`src/rtl/imem_loader_pkg.sv`:
```
// Shared definitions for the instruction-memory boot loader.
// The size defaults are also used by the instruction memory.
package imem_loader_pkg;

  localparam int unsigned InstSizeDef = 16;
  localparam int unsigned PcSizeDef   = 13;
  localparam int unsigned DepthDef    = 24;

  typedef enum logic [2:0] {
    StCntHi  = 3'd0,
    StCntLo  = 3'd1,
    StDataHi = 3'd2,
    StDataLo = 3'd3,
    StWrite  = 3'd4,
    StDone   = 3'd5,
    StErr    = 3'd6
  } state_e;

endpackage

```
`src/rtl/imem_loader.sv`:
```
// Boot-time loader: turns a big-endian byte stream (word count, then words)
// into sequential instruction-memory writes and holds the CPU in reset until done.
module imem_loader
  import imem_loader_pkg::*;
#(
  parameter int unsigned InstSize = InstSizeDef,
  parameter int unsigned PcSize   = PcSizeDef,
  parameter int unsigned Depth    = DepthDef
) (
  input  logic                clk,
  input  logic                rst,
  input  logic [7:0]          rx_data_i,
  input  logic                rx_valid_i,
  output logic                rx_ready_o,
  input  logic                reload_i,
  output logic                wr_en_o,
  output logic [PcSize-1:0]   wr_addr_o,
  output logic [InstSize-1:0] wr_data_o,
  output logic                done_o,
  output logic                err_o,
  output logic                cpu_rst_n_o
);

  state_e                state_q;
  logic [7:0]            cnt_hi_q;
  logic [7:0]            byte_hi_q;
  logic [15:0]           count_q;
  logic [PcSize-1:0]     idx_q;
  logic [PcSize-1:0]     wr_addr_q;
  logic [InstSize-1:0]   wr_data_q;
  logic                  done_q;
  logic                  err_q;
  logic                  cpu_rst_n_q;

  logic        accepting;
  logic        xfer;
  logic [15:0] n_rx;
  logic        n_bad;
  logic        last_word;

  always_comb begin
    accepting = (state_q == StCntHi) || (state_q == StCntLo) ||
                (state_q == StDataHi) || (state_q == StDataLo);
    // Reset overrides the decode so no byte is consumed while rst is low.
    rx_ready_o = rst && accepting;
    wr_en_o    = rst && (state_q == StWrite);
    xfer       = rx_valid_i && rx_ready_o;
    n_rx       = {cnt_hi_q, rx_data_i};
    n_bad      = (n_rx == 16'd0) || (32'(n_rx) > Depth);
    last_word  = (16'(idx_q) == (count_q - 16'd1));
  end

  always_ff @(posedge clk) begin
    if (!rst) begin
      state_q     <= StCntHi;
      cnt_hi_q    <= '0;
      byte_hi_q   <= '0;
      count_q     <= '0;
      idx_q       <= '0;
      wr_addr_q   <= '0;
      wr_data_q   <= '0;
      done_q      <= 1'b0;
      err_q       <= 1'b0;
      cpu_rst_n_q <= 1'b0;
    end else begin
      case (state_q)
        StCntHi: begin
          if (xfer) begin
            cnt_hi_q <= rx_data_i;
            state_q  <= StCntLo;
          end
        end
        StCntLo: begin
          if (xfer) begin
            count_q <= n_rx;
            idx_q   <= '0;
            state_q <= n_bad ? StErr : StDataHi;
          end
        end
        StDataHi: begin
          if (xfer) begin
            byte_hi_q <= rx_data_i;
            state_q   <= StDataLo;
          end
        end
        StDataLo: begin
          if (xfer) begin
            wr_data_q <= InstSize'({byte_hi_q, rx_data_i});
            wr_addr_q <= idx_q;
            state_q   <= StWrite;
          end
        end
        StWrite: begin
          if (last_word) begin
            state_q <= StDone;
          end else begin
            idx_q   <= idx_q + PcSize'(1);
            state_q <= StDataHi;
          end
        end
        StDone: begin
          if (reload_i) begin
            state_q     <= StCntHi;
            idx_q       <= '0;
            done_q      <= 1'b0;
            cpu_rst_n_q <= 1'b0;
          end else begin
            done_q      <= 1'b1;
            cpu_rst_n_q <= 1'b1;
          end
        end
        StErr: begin
          cpu_rst_n_q <= 1'b0;
          if (reload_i) begin
            state_q <= StCntHi;
            idx_q   <= '0;
            err_q   <= 1'b0;
          end else begin
            err_q <= 1'b1;
          end
        end
        default: state_q <= StCntHi;
      endcase
    end
  end

  assign wr_addr_o   = wr_addr_q;
  assign wr_data_o   = wr_data_q;
  assign done_o      = done_q;
  assign err_o       = err_q;
  assign cpu_rst_n_o = cpu_rst_n_q;

endmodule

```
`config.mk`:
```
export PLATFORM = sky130hd
export DESIGN_NAME = imem_loader
export DESIGN_NICKNAME = d
export VERILOG_FILES = /design/src/rtl/imem_loader_pkg.sv /design/src/rtl/imem_loader.sv
export SDC_FILE = /design/constraint.sdc
export NUM_CORES = 1
export LEC_CHECK = 0
export BUFFER_PORTS_ARGS = -buffer_cell sky130_fd_sc_hd__buf_2
export CAP_MARGIN = 20
export CORE_UTILIZATION = 58
export CTS_CLUSTER_DIAMETER = 80
export DETAILED_ROUTE_END_ITERATION = 10
export GPL_ROUTABILITY_DRIVEN = 0
export PLACE_DENSITY = 0.87
export SYNTH_ARGS = -nofsm -noshare
export SYNTH_HDL_FRONTEND = slang
export SYNTH_SLANG_ARGS = --single-unit
```
`constraint.sdc`:
```
create_clock -name clk -period 3.4 [get_ports clk]
set_clock_uncertainty 0.2 [all_clocks]
set_input_delay 1.02 -clock clk [delete_from_list [all_inputs] [get_ports clk]]
set_output_delay 1.02 -clock clk [all_outputs]
set_load 0.1 [all_outputs]
```
* Word-level counts from Yosys, hierarchy flattened *
Index checks and enable logic that the tools add are counted.

storage, ports and cells
  register bits after elaboration = 80
  input port bits = 12
  output and inout bits = 34
  logic and storage cells = 58

operators by class
  add/subtract/negate cells = 2
  magnitude comparators = 1
  equality and inequality tests = 13
  multiplexer cells = 14
  reductions and logical operators = 18

operators by type and width
  cell                                                            number
  2-to-1 mux 13 bit                                               3
  one-hot mux 13 bit (3 select lines)                             1
  2-to-1 mux 3 bit                                                7
  one-hot mux 3 bit (6 select lines)                              1
  == test 13 x 16 -> 1 bit                                        1
  greater-than comparator 16 x 5 -> 1 bit, second input constant  1
  zero test 16 bit                                                1
  subtractor 16 x 1 -> 16 bit, second input constant              1
  adder 13 x 1 -> 13 bit, second input constant                   1
  != test 2 bit, second input constant                            5
  == test 3 bit, second input constant                            3
  AND reduction 2 bit                                             4
  == test 3 x 2 -> 1 bit, second input constant                   2
  AND reduction 5 bit                                             1
  logical OR 1 bit                                                4
  AND reduction 4 bit                                             1
  == test 3 x 1 -> 1 bit, second input constant                   1
  logical AND 1 bit                                               3
  zero test 3 bit                                                 1
  nonzero test 3 bit                                              1
  != test 2 x 1 -> 1 bit, second input constant                   1
  one-hot mux 1 bit (2 select lines)                              1
  nonzero test 2 bit                                              1
  OR reduction 2 bit                                              1
  2-to-1 mux 1 bit                                                1

* Logic depth before layout (Yosys ltp) *
Gate-level depths: netlist of run 1.

  word-level depth = 8
  gate-level depth with buffers = 13
  depth with buffers taken out = 10

* Worst setup path after synthesis of run 1 *
OpenSTA, ideal clock, no wires.

  path type = input to register
  start = input rst
  end = register cnt_hi_q[0]
  library setup time = 116 ps
  data arrival time = 4038 ps
  required time = 3084 ps
  slack = -955 ps
  cell stages on the path = 6
  path buffers = 1
  cell sequence = clkbuf_1 nor2b_1 nand2_1 nor3_1 mux2i_1 nor2b_1

between the ends
  cells in the longest elaborated chain, start to end = 3

ends and longest elaborated chain
  element                        line               source
  from (decl)                    imem_loader.sv:11  input logic rst,
  logical AND 1 bit              imem_loader.sv:45  rx_ready_o = rst && accepting;
  via rx_ready_o                 imem_loader.sv:14  output logic rx_ready_o,
  logical AND 1 bit              imem_loader.sv:47  xfer = rx_valid_i && rx_ready_o;
  AND reduction 2 bit (no line)  --
  to (signal assigned)           imem_loader.sv:69  cnt_hi_q <= rx_data_i;
  to (decl)                      imem_loader.sv:25  logic [7:0] cnt_hi_q;

The timed path passes the listed nets, and every way through them passes these cells.
A chain may end at the register's enable or synchronous reset.

* Final worst setup path of run 1 *
  start = register count_q[2]
  end = register idx_q[6]

between the ends
  cells in the longest elaborated chain, start to end = 4

ends and longest elaborated chain
  element                        line               source
  from (decl)                    imem_loader.sv:27  logic [15:0] count_q;
  from (signal assigned)         imem_loader.sv:75  count_q <= n_rx;
  subtractor 16 x 1 -> 16 bit    imem_loader.sv:50  last_word = (16'(idx_q) == (count_q - 16'd1));
  == test 13 x 16 -> 1 bit       imem_loader.sv:50
  != test 2 bit (no line)        --
  AND reduction 4 bit (no line)  --
  to (signal assigned)           imem_loader.sv:97  idx_q <= idx_q + PcSize'(1);
  to (decl)                      imem_loader.sv:28  logic [PcSize-1:0] idx_q;

No other way between the ends.

==> metrics.json, run 1 <==
{
  "logic_synthesis": {
    "synthSimpleGateAreaFrac": 0.2683,
    "yosysSeqAreaShare": 0.4117,
    "number_of_flops_mapped_to_enable_cells_by_yosys": 0,
    "synth-main-ff-cell": "sky130_fd_sc_hd__dfxtp_1",
    "yosysWarnings": 0,
    "synth_nets": 489,
    "synth_largest_area_cell": "sky130_fd_sc_hd__dfxtp_1",
    "netlist_top_cells_area": "sky130_fd_sc_hd__dfxtp_1 (41%), sky130_fd_sc_hd__nand2_1 (11%), sky130_fd_sc_hd__a21boi_0 (8.9%)",
    "top_cell_type_s_share_of_synthesized_area": 0.4117,
    "most_numerous_cell_types_in_the_synthesized_netlist": "sky130_fd_sc_hd__nand2_1 (116), sky130_fd_sc_hd__dfxtp_1 (80), sky130_fd_sc_hd__a21boi_0 (46)",
    "synth_fa_ha_area_frac": 0.006433,
    "synth_xor_area_frac": 0.03602,
    "combinational_family_with_the_most_area_after_synthesis": "simple AND/OR/NAND/NOR gates",
    "synth.most_common_cell": "sky130_fd_sc_hd__nand2_1",
    "yosys_register_bits": 80,
    "synthMuxAreaShare": 0.04407,
    "avgSynthCellArea_um2": 8.189,
    "syn_area_mm2": 0.003890,
    "async_flop_share": 0,
    "synth_cell_types": 47,
    "post_synth_inst_count": 475,
    "synth_compound_area_frac": 0.1927
  },
  "layout": {
    "finalNonFillerCells": 590,
    "share_of_post_route_cells_with_drive_strength_above_1": 0.1637,
    "fillers": 469,
    "layout.nets": 522,
    "flow.area_growth_from_synthesis_pct": 13.64,
    "antenna_cells_inserted": 0,
    "finish.utilization": 0.6883
  },
  "sta": {
    "max_freq_mhz": 312.4,
    "final_max_slew_viol_count": 0,
    "post-route-min-period_ps": 3201,
    "worstMarginPinSlew_ps": 563.6,
    "setup_violations": 0,
    "layout_worst_path_cycle_share": 0.9416,
    "slew_headroom": 0.6232,
    "timing.setup.tns_ps": 0,
    "grt_setup_unrepaired": "no",
    "hold_viol": 0
  },
  "clock_network": {
    "cts_tree": "done",
    "ctsResizeCount": 0,
    "clk_transition_reported_paths_ps": 90,
    "cts.hold.buffers_added": 0,
    "root_buffer": "sky130_fd_sc_hd__clkbuf_8",
    "clock_latency_ps": 360,
    "clock_path_buffers": 2,
    "cts.sink_count": 80,
    "cts_setup_buffers": 0,
    "cts_htree_levels": 3,
    "cts_inserted_buffers": 9
  },
  "route": {
    "postRouteAntennaNets": 0,
    "detail_route.drc_violations": 3,
    "post_drt_wl_per_cell_um": 15.77,
    "via_per_inst": 5.986,
    "drt_pass1_iterations": 8,
    "dr.first_iter.drc_count": 354,
    "drt_wl_total_mm": 9.304,
    "vias": 3532
  },
  "flow_run": {
    "maxCapViolCount": 0
  },
  "global_routing": {
    "wire_length_of_the_first_global_routing_pass_mm": 15.73,
    "grt_use_total": 0.2774,
    "first_global_vias": 3317,
    "grt_remaining_overflow": 0,
    "antenna_violations_before_repair": 0,
    "grt_start_max_net_pins": 45
  },
  "worst_setup_path": {
    "regToRegEndpoint": "idx_q[6]",
    "cp-start-kind": "flop",
    "critical_path.reg2reg.startpoint": "count_q[2]",
    "criticalPathCategory": "flop to flop",
    "crit_path_max_fanout": 14,
    "length_in_cells_of_the_worst_reg_to_reg_path": 9,
    "cp-startpoint": "count_q[2]",
    "arrival_time_worst_endpoint_ps": 3230,
    "critical_path_required_ps": 3430,
    "rrSetupSlack_ps": 200,
    "crit_path_end_kind": "flop",
    "crit_path_end": "idx_q[6]"
  },
  "floorplan": {
    "core_area_mm2": 0.006422,
    "die_area_mm2": 0.007038,
    "die-width_um": 83.90,
    "fp-row-count": 29,
    "effective_utilization_at_floorplan": 0.6057,
    "vertical_die_dimension_um": 83.90,
    "io_pins": 46
  },
  "placement": {
    "post-dp-hpwl_mm": 6.463,
    "numPortBuffers": 45,
    "dp.cells": 574
  },
  "power_and_ir_drop": {
    "worst_ir_drop_vdd_mv": 0.3618,
    "total_power_density_per_cell_area_mw_per_mm2": 418.8,
    "power_leakage_nw": 1.734
  },
  "hold_path": {
    "min-delay-path-class": "flop to flop"
  },
  "run_status": {
    "outcome": "complete, but fails checks",
    "violations_in_the_final_reports": "DRC"
  }
}
## cell families after synthesis
logic type,after synthesis
compound gates,105
xor+xnor,16
flops,80
mux,17
buf+inv,39
simple gates,216
fa+ha+maj,2
## cell type report
cell class / count / area (um2) / share of cell area
clock buffers: 10 / 137.6 / 0.03114
well taps: 77 / 96.34 / 0.02179
repair buffers: 57 / 345.3 / 0.07812
multi-input cells: 356 / 2148 / 0.4860
clock inverters: 6 / 75.07 / 0.01698
inverters: 4 / 16.27 / 0.003680
flip-flops and latches: 80 / 1602 / 0.3623
## layer usage
layer / part of all wire / track usage
met1: 0.41 / 0.3311
met2: 0.51 / 0.4985
met3: 0.061 / 0.06429
met4: 0.016 / 0.07210
met5: 0 / 0
## worst min path at each step
| stage | startpoint | end | cells after the start |
|---|---|---|---|
| after detailed placement | wr_addr_o[4] | wr_addr_o[4] | 2 |
| after global routing | wr_addr_o[7] | wr_addr_o[7] | 2 |
| after CTS | wr_addr_o[4] | wr_addr_o[4] | 2 |
| after global placement | wr_addr_o[7] | wr_addr_o[7] | 2 |
| after floorplan | byte_hi_q[2] | wr_data_o[10] | 2 |
| final | wr_addr_o[7] | wr_addr_o[7] | 2 |
## per-stage QoR
| stage | total power, mW | setup slack (ps) | hold slack [ps] | cell area [um2] |
|---|---|---|---|---|
| 2_1_floorplan | 1.081 | 28.22 | 240.6 | 3904 |
| 3_3_place_gp | 1.117 | 393.0 | 246.6 | 4202 |
| 3_5_place_dp | 1.123 | 282.0 | 252.8 | 4202 |
| 4_1_cts | 1.856 | 235.1 | 264.4 | 4414 |
| 5_1_grt | 1.911 | 47.58 | 284.1 | 4420 |
| 6_report | 1.852 | 198.7 | 258.9 | 4420 |
## cells in the final DEF, fill, tap and decap left out, types with 12 or more instances in the layout
master                     instances
sky130_fd_sc_hd__nand2_1         116
sky130_fd_sc_hd__nor2b_1          21
sky130_fd_sc_hd__o21ai_0          14
sky130_fd_sc_hd__mux2i_1          16
sky130_fd_sc_hd__nor3_1           12
sky130_fd_sc_hd__buf_2            43
sky130_fd_sc_hd__dfxtp_1          80
sky130_fd_sc_hd__nor2_1           13
sky130_fd_sc_hd__a21boi_0         46
sky130_fd_sc_hd__buf_4            12
## sequential cells by signal (all words and copies together), names as in the netlist
name	count
byte_hi_q	8
cnt_hi_q	8
count_q	16
cpu_rst_n_o	1
done_o	1
err_o	1
idx_q	13
state_q	3
wr_addr_o	13
wr_data_o	16
## where the power goes
group / leakage, nW / total, mW / internal, mW / switching [mW]
combinational: 0.984 / 0.145 / 0.0626 / 0.0823
sequential: 0.645 / 0.961 / 0.946 / 0.0144
clock: 0.105 / 0.746 / 0.369 / 0.377
## worst max-delay path, stage by stage (launching register included)
cell and delay, ps:
sky130_fd_sc_hd__dfxtp_1 420, sky130_fd_sc_hd__or4_4 620, sky130_fd_sc_hd__nor4_4 320, sky130_fd_sc_hd__xor2_1 120, sky130_fd_sc_hd__o221a_2 290, sky130_fd_sc_hd__o21a_1 190, sky130_fd_sc_hd__or3_1 420, sky130_fd_sc_hd__buf_4 210
sky130_fd_sc_hd__a32oi_1 160, sky130_fd_sc_hd__o21ai_0 110
No activity file was read; power rests on OpenSTA's default activity.
==> inputs of run 2 (changes only) <==
Settings changed: PLACE_DENSITY 0.87 to 0.81.
==> metrics.json, run 2 (synthesized netlist as in run 1, its figures left out) <==
{
  "run_status": {
    "outcome": "complete, no violations"
  },
  "sta": {
    "worstMarginPinSlew": {"value": 524.3, "unit": "ps", "change": "-39.33 ps"},
    "fin_hold_ws": {"value": 261.7, "unit": "ps", "change": "+2.855 ps"},
    "layout_setup_ws": {"value": 220.0, "unit": "ps", "change": "+21.34 ps"},
    "slew_headroom": {"value": 0.6495, "change": "+0.02629"},
    "max_freq": {"value": 314.5, "unit": "MHz", "change": "+0.67%"},
    "post-route-min-period": {"value": 3180, "unit": "ps", "change": "-21.34 ps"},
    "final_max_slew_viol_count": {"value": 0, "change": "unchanged"},
    "layout_worst_path_cycle_share": {"value": 0.9353, "change": "-0.006278"},
    "hold_viol": {"value": 0, "change": "unchanged"},
    "setup_violations": {"value": 0, "change": "unchanged"},
    "grt_setup_unrepaired": "no",
    "timing.setup.tns": {"value": 0, "unit": "ps", "change": "unchanged"}
  },
  "power_and_ir_drop": {
    "worst_ir_drop_vdd": {"value": 0.3127, "unit": "mV", "change": "-14%"},
    "power.total": {"value": 1.846, "unit": "mW", "change": "-0.30%"},
    "power_leakage": {"value": 1.723, "unit": "nW", "change": "-0.63%"},
    "total_power_density_per_cell_area": {"value": 419.0, "unit": "mW/mm2", "change": "about the same"}
  },
  "worst_setup_path": {
    "arrival_time_worst_endpoint": {"value": 1960, "unit": "ps", "change": "-1270 ps"},
    "criticalPathCategory": "flop to output pin",
    "critical_path_required": {"value": 2180, "unit": "ps", "change": "-1250 ps"},
    "crit_path_max_fanout": {"value": 12, "change": "-2"},
    "crit_path_end_kind": "output pin",
    "cp-start-kind": "flop"
  },
  "floorplan": {
    "fp-row-count": {"value": 29, "change": "unchanged"},
    "vertical_die_dimension": {"value": 83.90, "unit": "um", "change": "unchanged"},
    "effective_utilization_at_floorplan": {"value": 0.6057, "change": "unchanged"},
    "io_pins": {"value": 46, "change": "unchanged"},
    "die-width": {"value": 83.90, "unit": "um", "change": "unchanged"},
    "die_area": {"value": 0.007038, "unit": "mm2", "change": "unchanged"},
    "core_area": {"value": 0.006422, "unit": "mm2", "change": "unchanged"}
  },
  "layout": {
    "finalNonFillerCells": {"value": 588, "change": "-0.34%"},
    "share_of_post_route_cells_with_drive_strength_above_1": {"value": 0.1605, "change": "-0.003273"},
    "mostFrequentLayoutCells": "sky130_fd_sc_hd__nand2_1 (116), sky130_fd_sc_hd__dfxtp_1 (80), sky130_fd_sc_hd__a21boi_0 (46)",
    "layout.nets": {"value": 520, "change": "-0.38%"},
    "final_common_cell": "sky130_fd_sc_hd__nand2_1",
    "antenna_cells_inserted": {"value": 0, "change": "unchanged"},
    "flow.area_growth_from_synthesis_pct": 13.25
  },
  "route": {
    "postRouteAntennaNets": {"value": 0, "change": "unchanged"},
    "vias": {"value": 3415, "change": "-3.3%"},
    "detail_route.drc_violations": {"value": 0, "change": "-3"},
    "dr.first_iter.drc_count": {"value": 185, "change": "-48%"},
    "drt_wl_total": {"value": 8.989, "unit": "mm", "change": "-3.4%"},
    "drt_pass1_iterations": {"value": 7, "change": "-1"},
    "post_drt_wl_per_cell": {"value": 15.29, "unit": "um", "change": "-3.1%"},
    "via_per_inst": {"value": 5.808, "change": "-3.0%"}
  },
  "placement": {
    "numPortBuffers": {"value": 45, "change": "unchanged"},
    "dp.cells": {"value": 572, "change": "-0.35%"},
    "post-dp-hpwl": {"value": 6.286, "unit": "mm", "change": "-2.7%"},
    "dpl_worst_slack": {"value": 277.6, "unit": "ps", "change": "-4.401 ps"}
  },
  "global_routing": {
    "wire_length_of_the_first_global_routing_pass": {"value": 15.06, "unit": "mm", "change": "-4.3%"},
    "antenna_violations_before_repair": {"value": 0, "change": "unchanged"},
    "grt_start_max_net_pins": {"value": 51, "change": "+13%"},
    "first_global_vias": {"value": 3209, "change": "-3.3%"},
    "grt_use_total": {"value": 0.2678, "change": "-0.009621"},
    "grt_remaining_overflow": {"value": 0, "change": "unchanged"}
  },
  "clock_network": {
    "root_buffer": "sky130_fd_sc_hd__clkbuf_8",
    "cts_htree_levels": {"value": 3, "change": "unchanged"},
    "ctsResizeCount": {"value": 0, "change": "unchanged"},
    "cts_tree": "done",
    "clock_latency": {"value": 360, "unit": "ps", "change": "about the same"},
    "clock_path_buffers": {"value": 2, "change": "unchanged"},
    "clk_transition_reported_paths": {"value": 90, "unit": "ps", "change": "about the same"},
    "cts.sink_count": {"value": 80, "change": "unchanged"},
    "cts.hold.buffers_added": {"value": 0, "change": "unchanged"},
    "cts_setup_buffers": {"value": 0, "change": "unchanged"},
    "cts_inserted_buffers": {"value": 9, "change": "unchanged"}
  },
  "hold_path": {
    "min-delay-path-class": "flop to flop"
  },
  "flow_run": {
    "maxCapViolCount": {"value": 0, "change": "unchanged"}
  }
}
-- run 2: cell types whose count changed in the layout (fill, tap and decap cells not counted), sizes merged --
cell	before	now
buf	57	55
-- run 2: worst paths after layout --
check | from | end | slack (ps) | cells after the start
worst max register to register | count_q[2] | idx_q[6] | 240 | 9
worst max-delay path | state_q[2] | wr_en_o | 220 | 5
worst min-delay path | wr_addr_o[6] | wr_addr_o[6] | 260 | 2
worst min register to register | wr_addr_o[6] | wr_addr_o[6] | 260 | 2
-- run 2: worst max-delay path, cell delays in order, from the launching register on --
cell                       delay (ps)
sky130_fd_sc_hd__dfxtp_1          610
sky130_fd_sc_hd__nand2b_1         170
sky130_fd_sc_hd__nor2_1           310
sky130_fd_sc_hd__nand2_1          150
sky130_fd_sc_hd__clkinv_2         170
sky130_fd_sc_hd__buf_12           200
-- run 2: through the flow --
| stage | instance area [um2] | utilization |
|---|---|---|
| after floorplan | 3904 | - |
| after global placement | 4187 | 0.6519 |
| after detailed placement | 4187 | 0.6519 |
| after CTS | 4399 | 0.6850 |
| after global routing | 4405 | 0.6860 |
| final | 4405 | 0.6860 |
-- run 2: power by group --
| part | internal, mW | switching, mW | leakage [nW] |
|---|---|---|---|
| combinational | 0.0620 | 0.0795 | 0.973 |
| clock | 0.369 | 0.373 | 0.105 |
| sequential | 0.946 | 0.0155 | 0.645 |
-- run 2: layout make-up --
class / instances / area (um2)
timing repair buffer: 55 / 330.3
clock inverter: 6 / 75.07
multi-input combinational: 356 / 2148
inverter: 4 / 16.27
fill: 509 / 2017
clock buffer: 10 / 137.6
sequential: 80 / 1602
tap: 77 / 96.34
-- run 2: per-layer routing --
metal / GRT usage / vias up / part of all wire
li1: - / 1704 / -
met1: 0.3238 / 1587 / 0.44
met2: 0.4620 / 102 / 0.48
met3: 0.05341 / 22 / 0.052
met4: 0.1129 / 0 / 0.032
met5: 0 / - / 0
==> inputs of run 3 (changes only) <==
Settings changed: CORE_ASPECT_RATIO set to 0.6, CTS_CLUSTER_SIZE set to 28.
==> metrics.json, run 3 (synthesized netlist as in run 1, its figures left out) <==
{
  "layout": {
    "final_common_cell": "sky130_fd_sc_hd__nand2_1",
    "total_area_of_sequential_cells": {"value": 0.001602, "unit": "mm2", "change": "unchanged"},
    "mostFrequentLayoutCells": "sky130_fd_sc_hd__nand2_1 (116), sky130_fd_sc_hd__dfxtp_1 (80), sky130_fd_sc_hd__a21boi_0 (46)",
    "layout.nets": {"value": 526, "change": "+1.2%"},
    "fillers": {"value": 496, "change": "-2.6%"},
    "finish.utilization": {"value": 0.7017, "change": "+0.01571"},
    "finalNonFillerCells": {"value": 601, "change": "+2.2%"},
    "multi_input_area": {"value": 0.002147, "unit": "mm2", "change": "about the same"},
    "share_of_post_route_cells_with_drive_strength_above_1": {"value": 0.1683, "change": "+0.007809"},
    "flow.area_growth_from_synthesis_pct": 13.70,
    "antenna_cells_inserted": {"value": 0, "change": "unchanged"}
  },
  "power_and_ir_drop": {
    "internal_power": {"value": 1.284, "unit": "mW", "change": "-6.8%"},
    "power.share.switching": {"value": 0.2689, "change": "+0.01534"},
    "clock_power_share": {"value": 0.368, "change": "-0.034"},
    "combPwrFrac": {"value": 0.086, "change": "+0.009"},
    "power_switching": {"value": 472.4, "unit": "uW", "change": "+0.90%"},
    "worst_ir_drop_vdd": {"value": 0.2613, "unit": "mV", "change": "-16%"},
    "seq_power_share": {"value": 0.546, "change": "+0.025"},
    "total_power_density_per_cell_area": {"value": 397.1, "unit": "mW/mm2", "change": "-5.2%"},
    "power_leakage": {"value": 1.732, "unit": "nW", "change": "+0.50%"}
  },
  "clock_network": {
    "cts_tree": "done",
    "clock_path_buffers": {"value": 2, "change": "unchanged"},
    "cts.sink_count": {"value": 80, "change": "unchanged"},
    "cts_htree_levels": {"value": 3, "change": "unchanged"},
    "clk_transition_reported_paths": {"value": 80, "unit": "ps", "change": "about the same"},
    "root_buffer": "sky130_fd_sc_hd__clkbuf_8",
    "cts_inserted_buffers": {"value": 9, "change": "unchanged"},
    "clock_latency": {"value": 370, "unit": "ps", "change": "about the same"}
  },
  "hold_path": {
    "min-delay-path-class": "flop to flop",
    "min-delay-start": "wr_addr_o[9]"
  },
  "route": {
    "postRouteAntennaNets": {"value": 0, "change": "unchanged"},
    "drt_pass1_iterations": {"value": 5, "change": "-2"},
    "post_drt_wl_per_cell": {"value": 16.66, "unit": "um", "change": "+9.0%"},
    "vias": {"value": 3574, "change": "+4.7%"},
    "detail_route.drc_violations": {"value": 0, "change": "unchanged"},
    "drt_wl_total": {"value": 10.01, "unit": "mm", "change": "+11%"},
    "dr.first_iter.drc_count": {"value": 323, "change": "+75%"},
    "via_per_inst": {"value": 5.947, "change": "+2.4%"}
  },
  "placement": {
    "post-dp-hpwl": {"value": 6.935, "unit": "mm", "change": "+10%"},
    "dp.cells": {"value": 584, "change": "+2.1%"},
    "numPortBuffers": {"value": 45, "change": "unchanged"}
  },
  "sta": {
    "hold_viol": {"value": 0, "change": "unchanged"},
    "worstMarginPinSlew": {"value": 604.4, "unit": "ps", "change": "+80.13 ps"},
    "slew_headroom": {"value": 0.5959, "change": "-0.05357"},
    "fin_hold_ws": {"value": 264.4, "unit": "ps", "change": "+2.695 ps"},
    "layout_worst_path_cycle_share": {"value": 0.9574, "change": "+0.02214"},
    "final_max_slew_viol_count": {"value": 0, "change": "unchanged"},
    "setup_violations": {"value": 0, "change": "unchanged"},
    "timing.setup.tns": {"value": 0, "unit": "ps", "change": "unchanged"},
    "max_freq": {"value": 307.2, "unit": "MHz", "change": "-2.3%"},
    "post-route-min-period": {"value": 3255, "unit": "ps", "change": "+75.26 ps"}
  },
  "worst_setup_path": {
    "crit_path_end_kind": "flop",
    "cp-startpoint": "count_q[7]",
    "crit_path_max_fanout": {"value": 14, "change": "+2"},
    "cp_cell_sequence": "or4_4 > or4_1 > a222oi_1 > o211ai_1 > or3_4 > buf_4 > a32oi_1 > o21ai_0",
    "arrival_time_worst_endpoint": {"value": 3290, "unit": "ps", "change": "+1330 ps"},
    "critical_path.reg2reg.startpoint": "count_q[7]",
    "criticalPathCategory": "flop to flop",
    "critical_path_required": {"value": 3430, "unit": "ps", "change": "+1250 ps"},
    "regToRegEndpoint": "idx_q[5]",
    "cp_slowest_stage_delay": {"value": 600, "unit": "ps", "change": "about the same"},
    "length_in_cells_of_the_worst_reg_to_reg_path": {"value": 8, "change": "-1"},
    "cp-start-kind": "flop",
    "rrSetupSlack": {"value": 140, "unit": "ps", "change": "-100 ps"},
    "crit_path_end": "idx_q[5]",
    "cp_slowest_cell": "sky130_fd_sc_hd__or4_4"
  },
  "run_status": {
    "outcome": "complete, no violations"
  },
  "global_routing": {
    "grt_remaining_overflow": {"value": 0, "change": "unchanged"},
    "grt_use_total": {"value": 0.3153, "change": "+0.04754"},
    "wire_length_of_the_first_global_routing_pass": {"value": 16.99, "unit": "mm", "change": "+13%"},
    "grt_start_max_net_pins": {"value": 67, "change": "+31%"},
    "antenna_violations_before_repair": {"value": 0, "change": "unchanged"},
    "first_global_vias": {"value": 3479, "change": "+8.4%"}
  },
  "floorplan": {
    "vertical_die_dimension": {"value": 65.44, "unit": "um", "change": "-22%"},
    "io_pins": {"value": 46, "change": "unchanged"},
    "die_area": {"value": 0.007049, "unit": "mm2", "change": "+0.15%"},
    "core_area": {"value": 0.006304, "unit": "mm2", "change": "-1.9%"},
    "fp-row-count": {"value": 22, "change": "-24%"},
    "effective_utilization_at_floorplan": {"value": 0.6171, "change": "+0.01142"},
    "die-width": {"value": 107.7, "unit": "um", "change": "+28%"}
  },
  "flow_run": {
    "maxCapViolCount": {"value": 0, "change": "unchanged"}
  }
}
## run 3: area by class of cell
class,count,area share
Sequential cell,80,0.3621
Timing Repair Buffer,61,0.08487
Clock inverter,6,0.01132
Tap cell,84,0.02376
Inverter,4,0.003678
Multi-Input combinational cell,356,0.4854
Clock buffer,10,0.02885
## run 3: metal layers
metal,vias up,global-route usage,routed length (um)
met2,140,0.4872,4319
met3,20,0.07540,790
met1,1705,0.4350,4713
met5,-,0,0
li1,1709,-,-
met4,0,0.1010,189
## run 3: worst min path at each step
| stage | end | cells past startpoint |
|---|---|---|
| 2_1_floorplan | wr_data_o[10] | 2 |
| 3_3_place_gp | wr_data_o[1] | 2 |
| 3_5_place_dp | wr_addr_o[9] | 2 |
| 4_1_cts | wr_addr_o[9] | 2 |
| 5_1_grt | wr_addr_o[9] | 2 |
| 6_report | wr_addr_o[9] | 2 |
## run 3: worst max-delay path: cells and delay by family (launching register included)
| family | cells | cell delay, ps |
|---|---|---|
| buf+inv | 1 | 210 |
| simple gates | 3 | 1490 |
| compound gates | 4 | 850 |
| flops | 1 | 370 |
## run 3: repair_timing
item	in CTS	in global routing
resized for setup	0	1
hold endpoints to repair	0	0
buffers inserted	0	1
hold buffers	0	0
endpoints found under the setup margin	0	1
## run 3: power groups by stage
stage               Clock [mW]  Combinational [mW]  Sequential [mW]
floorplan                    0               0.104            0.978
global placement             0               0.141            0.981
detailed placement           0               0.146            0.981
CTS                      0.652               0.147            0.959
global route             0.694               0.160            0.961
finish                   0.646               0.150            0.960
## run 3: per-stage QoR
step                      cell area, um2  worst slack, ps  power [mW]
after floorplan                     3904            28.22       1.081
after global placement              4233            375.8       1.121
after detailed placement            4233            270.7       1.127
after CTS                           4410            214.4       1.758
after global routing                4423           -5.137       1.816
final                               4423            144.8       1.756
